### src/rtl/lfsr_pkg.sv
// Shared LFSR constants and the maximal-length tap table for widths 3..32.
package lfsr_pkg;

    localparam int LFSR_DEFAULT_WIDTH = 15;
    localparam int LFSR_DEFAULT_SEED  = 1;

    // Bit i set means state bit i feeds the feedback XOR (tap n -> bit n-1).
    function automatic logic [31:0] lfsr_taps(input int width);
        case (width)
            3:       return 32'h0000_0006;
            4:       return 32'h0000_000C;
            5:       return 32'h0000_0014;
            6:       return 32'h0000_0030;
            7:       return 32'h0000_0060;
            8:       return 32'h0000_00B8;
            9:       return 32'h0000_0110;
            10:      return 32'h0000_0240;
            11:      return 32'h0000_0500;
            12:      return 32'h0000_0829;
            13:      return 32'h0000_100D;
            14:      return 32'h0000_2015;
            15:      return 32'h0000_6000;
            16:      return 32'h0000_D008;
            17:      return 32'h0001_2000;
            18:      return 32'h0002_0400;
            19:      return 32'h0004_0023;
            20:      return 32'h0009_0000;
            21:      return 32'h0014_0000;
            22:      return 32'h0030_0000;
            23:      return 32'h0042_0000;
            24:      return 32'h00E1_0000;
            25:      return 32'h0120_0000;
            26:      return 32'h0200_0023;
            27:      return 32'h0400_0013;
            28:      return 32'h0900_0000;
            29:      return 32'h1400_0000;
            30:      return 32'h2000_0029;
            31:      return 32'h4800_0000;
            32:      return 32'h8020_0003;
            default: return 32'h0000_0000;
        endcase
    endfunction

endpackage

### src/rtl/lfsr_15bit.sv
// Free-running Fibonacci LFSR, shifting toward the MSB with feedback into bit 0.
// Define LFSR_ZERO_GUARD_EN to reload SEED from an all-zero state.
module lfsr_15bit
    import lfsr_pkg::*;
#(
    parameter int               WIDTH = LFSR_DEFAULT_WIDTH,
    parameter logic [WIDTH-1:0] SEED  = WIDTH'(LFSR_DEFAULT_SEED),
    parameter logic [WIDTH-1:0] TAPS  = WIDTH'(lfsr_taps(WIDTH))
) (
    input  logic             clk,
    input  logic             nreset,
    output logic [WIDTH-1:0] out
);

    if (WIDTH < 3 || WIDTH > 32) begin : g_bad_width
        $fatal(1, "lfsr_15bit: WIDTH %0d outside 3..32", WIDTH);
    end

    if (TAPS == '0) begin : g_bad_taps
        $fatal(1, "lfsr_15bit: TAPS must be non-zero");
    end

`ifdef LFSR_ZERO_GUARD_EN
    localparam logic [WIDTH-1:0] SEED_EFF = (SEED == '0) ? WIDTH'(1) : SEED;
`else
    localparam logic [WIDTH-1:0] SEED_EFF = SEED;

    if (SEED == '0) begin : g_bad_seed
        $fatal(1, "lfsr_15bit: SEED must be non-zero");
    end
`endif

    logic [WIDTH-1:0] state;

    always_ff @(posedge clk or negedge nreset) begin
        if (!nreset) begin
            state <= SEED_EFF;
`ifdef LFSR_ZERO_GUARD_EN
        end else if (state == '0) begin
            // all-zero is a lock-up state; recover in one cycle
            state <= SEED_EFF;
`endif
        end else begin
            state <= {state[WIDTH-2:0], ^(state & TAPS)};
        end
    end

    assign out = state;

endmodule

### config.mk
export PLATFORM = sky130hd
export DESIGN_NAME = lfsr_15bit
export DESIGN_NICKNAME = d
export VERILOG_FILES = /design/src/rtl/lfsr_pkg.sv /design/src/rtl/lfsr_15bit.sv
export SDC_FILE = /design/constraint.sdc
export NUM_CORES = 1
export LEC_CHECK = 0
export CELL_PAD_IN_SITES_DETAIL_PLACEMENT = 0
export CELL_PAD_IN_SITES_GLOBAL_PLACEMENT = 1
export CORE_AREA = 2 2 39 41
export DETAILED_ROUTE_END_ITERATION = 10
export DIE_AREA = 0 0 41 43
export HOLD_SLACK_MARGIN = 0.15
export PLACE_DENSITY_LB_ADDON = 0.12
export REMOVE_ABC_BUFFERS = 1
export SLEW_MARGIN = 20
export SYNTH_ARGS = -nofsm -noshare
export SYNTH_HDL_FRONTEND = slang
export SYNTH_SLANG_ARGS = --single-unit
### constraint.sdc
create_clock -name clk -period 1.8 [get_ports clk]
set_clock_uncertainty 0.05 [all_clocks]
set_input_delay 0.36 -clock clk [delete_from_list [all_inputs] [get_ports clk]]
set_output_delay 0.36 -clock clk [all_outputs]
set_load 0.1 [all_outputs]
==> results.txt <==
The flow ran to the end, and the final reports show no timing, DRC or antenna violations. From bottom edge to top edge, the die measures 43 um. The die footprint is 1760 sq um. The final-report max-slew violation count is 0.

The average wire per cell in the routed design is 12.7 um. The total DRC errors in the routed layout is 0. The iteration-0 DRC count of the detailed router came out at 0. The smallest hold slack came out at 0.355 ns.

The setup path with the least slack is of type reg -> out. Setup repair after global routing left no endpoint under its margin. For this run, the detailed router's first-pass iteration total came to 1. The tool flagged a number of max-cap violations equal to 0. The signal on the critical path passes through buf_12. The worst register-to-register path has a setup slack of 1.04 ns.

The transition time at the pin with the least slew margin is 0.181 ns. The number of antenna violations at the first check in global routing is 0. The quantity of I/O buffers inserted on ports is 16. The min-delay analysis places its worst path in the category in -> async. After clock tree synthesis, the clock-pin slew on the worst setup and hold paths is 0.08 ns.

IR analysis of the VDD net gives a maximum drop of 0.000414 V. The initial core utilization came out at 0.278. The pin count of the biggest net entering global routing came out at 16. The worst register-to-register path begins at out[13]. The number of instances in the synthesized netlist came out at 16.

The number of flip-flops under the largest register name came out at 15. The clock root buffer master is sky130_fd_sc_hd__clkbuf_4. The number of setup buffers added after CTS is 0. By area the synthesized netlist is led by sky130_fd_sc_hd__dfrtp_1, sky130_fd_sc_hd__dfstp_2, sky130_fd_sc_hd__xor2_1.

sky130_fd_sc_hd__dfrtp_1 takes more of the synthesized area than any other cell. The number of global-route vias before repair came out at 247. The number of cells upsized or downsized after cts is 0. The longest individual stage delay on the worst path is 0.57 ns. The area inside the core boundary came out at 1380 sq um. The instance area at placement is 723 sq um. The endpoint identified for the worst register-to-register timing path is out[0]. The sequential-to-total area share from yosys stat came out at 0.977. Measured in cells, the most critical reg-to-reg path has a length of 1. The maximum fanout count along the critical path is 2. The number of synthesized register bits is 15. After global routing the overflow that remains totals 0. The proportion of layout cells with a drive suffix above 1 is 0.541. The critical path data required time is 1.39 ns.

The total non-filler cell area in the finished layout came out at 749 sq um. Static timing analysis puts the maximum clock frequency at 700 MHz. The number of failing hold endpoints at the final stage is 0. Of the available clock period, the critical path in the final layout requires 0.794.

The arrival time of data at the critical path endpoint came out at 1.02 ns. The count of hold-fix buffers inserted at cts came out at 0. The analysis attributes to cell leakage a power of 0.000361 uW. The worst setup path is launched from a register. The overall power of the completed layout is 528 uW.

For this design, the slowest cell found on the critical path is sky130_fd_sc_hd__dfstp_2. The total global-route track usage is 0.117. The first global-routing pass estimated 1200 um of wire.

Once detail routing completed, the nets flagged for antenna violations numbered 0. The worst slew margin relative to its limit is 0.880. The number of buffers and inverters on the critical path is 1. The number of placement rows came out at 14. The portion of synthesized cell area occupied by the leading cell type came out at 0.909. The area added between synthesis and finish came out at 94.5%.

Clock latency on the worst-skew pair, taken at its later pin, is 0.28 ns. The setup-violating endpoint count in the final report came out at 0. The total length of routed wires came out at 675 um.

TritonCTS built the clock tree. The summed instance area of the synthesized netlist came out at 385 sq um. The number of clock buffers added by TritonCTS is 3. The layout filler cell count is 122. The horizontal die dimension is 41 um.

The via count is 212. The count of unique library cells instantiated by Yosys came out at 3. The number of ports placed on the die boundary came out at 17. The global placer's final weighted congestion is 0.615.

The clock net sink count is 15. The category of cells accounting for the largest share of critical-path delay is flip-flops. The power density of the placed cells is 705 nW/um^2. The total negative slack came out at 0 ns. The total of warnings raised by yosys came out at 0. The average via count per standard cell came out at 4.00. After legalization and detailed placement, the total HPWL measured 512 um. The number of antenna cells inserted is 0. The time the worst path needs with I/O delays and setup came out at 1.43 ns. The kind of end point of the critical path is a primary output. The final layout contains 40 nets. The deepest level of the CTS H-tree came out at 1. The number of buffers on the longest clock path came out at 2. The average instance in the mapped netlist occupies 24.1 sq um.
## worst max-delay path by stage
stage	startpoint	end	slack [ns]	depth (start not counted)
floorplan	out[13]	out[13]	0.47	0
finish	out[0]	out[0]	0.37	1
CTS	out[0]	out[0]	0.36	1
global placement	out[0]	out[0]	0.68	1
detailed placement	out[0]	out[0]	0.68	1
global route	out[0]	out[0]	0.33	1
## cells by family after synthesis
family,count (synthesis),share of synthesized area
XOR/XNOR,1,0.0227
flip-flops,15,0.977
## where the power goes
part	internal [uW]	switching, uW
Combinational	3.35	6.22
Sequential	337	0
Clock	85.8	96.1
Total	426	102
## cell type report
type	instances	area (sq um)	area share
clock buffer	4	26.3	0.0351
multi-input combinational	1	8.76	0.0117
timing repair buffer	17	318	0.424
sequential	15	377	0.503
tap	16	20.0	0.0267
## layer usage
metal,share of wire,global-route usage,up-vias,routed length (um)
met4,0,0.0800,0,0
met3,0.079,0.0838,0,53
li1,-,-,90,-
met2,0.51,0.141,15,344
met5,0,0,-,0
met1,0.41,0.142,107,277
## Yosys cell counts
cell type and number:
sky130_fd_sc_hd__dfstp_2 1, sky130_fd_sc_hd__dfrtp_1 14, sky130_fd_sc_hd__xor2_1 1
## metrics by stage
stage               instances   util  setup slack, ns
floorplan                  16      -            0.468
global placement           49  0.523            0.683
CTS                        53  0.542            0.359
global route               53  0.542            0.328
detailed placement         49  0.523            0.678
finish                     53  0.542            0.371
## placed cells by master, fill, tap and decap left out
cell,synthesis,routed
sky130_fd_sc_hd__clkbuf_1,0,1
sky130_fd_sc_hd__clkdlybuf4s50_1,0,1
sky130_fd_sc_hd__buf_4,0,1
sky130_fd_sc_hd__buf_12,0,15
sky130_fd_sc_hd__dfstp_2,1,1
sky130_fd_sc_hd__dfrtp_1,14,14
sky130_fd_sc_hd__clkbuf_4,0,3
sky130_fd_sc_hd__xor2_1,1,1
Power figures use the tool's default switching activity.
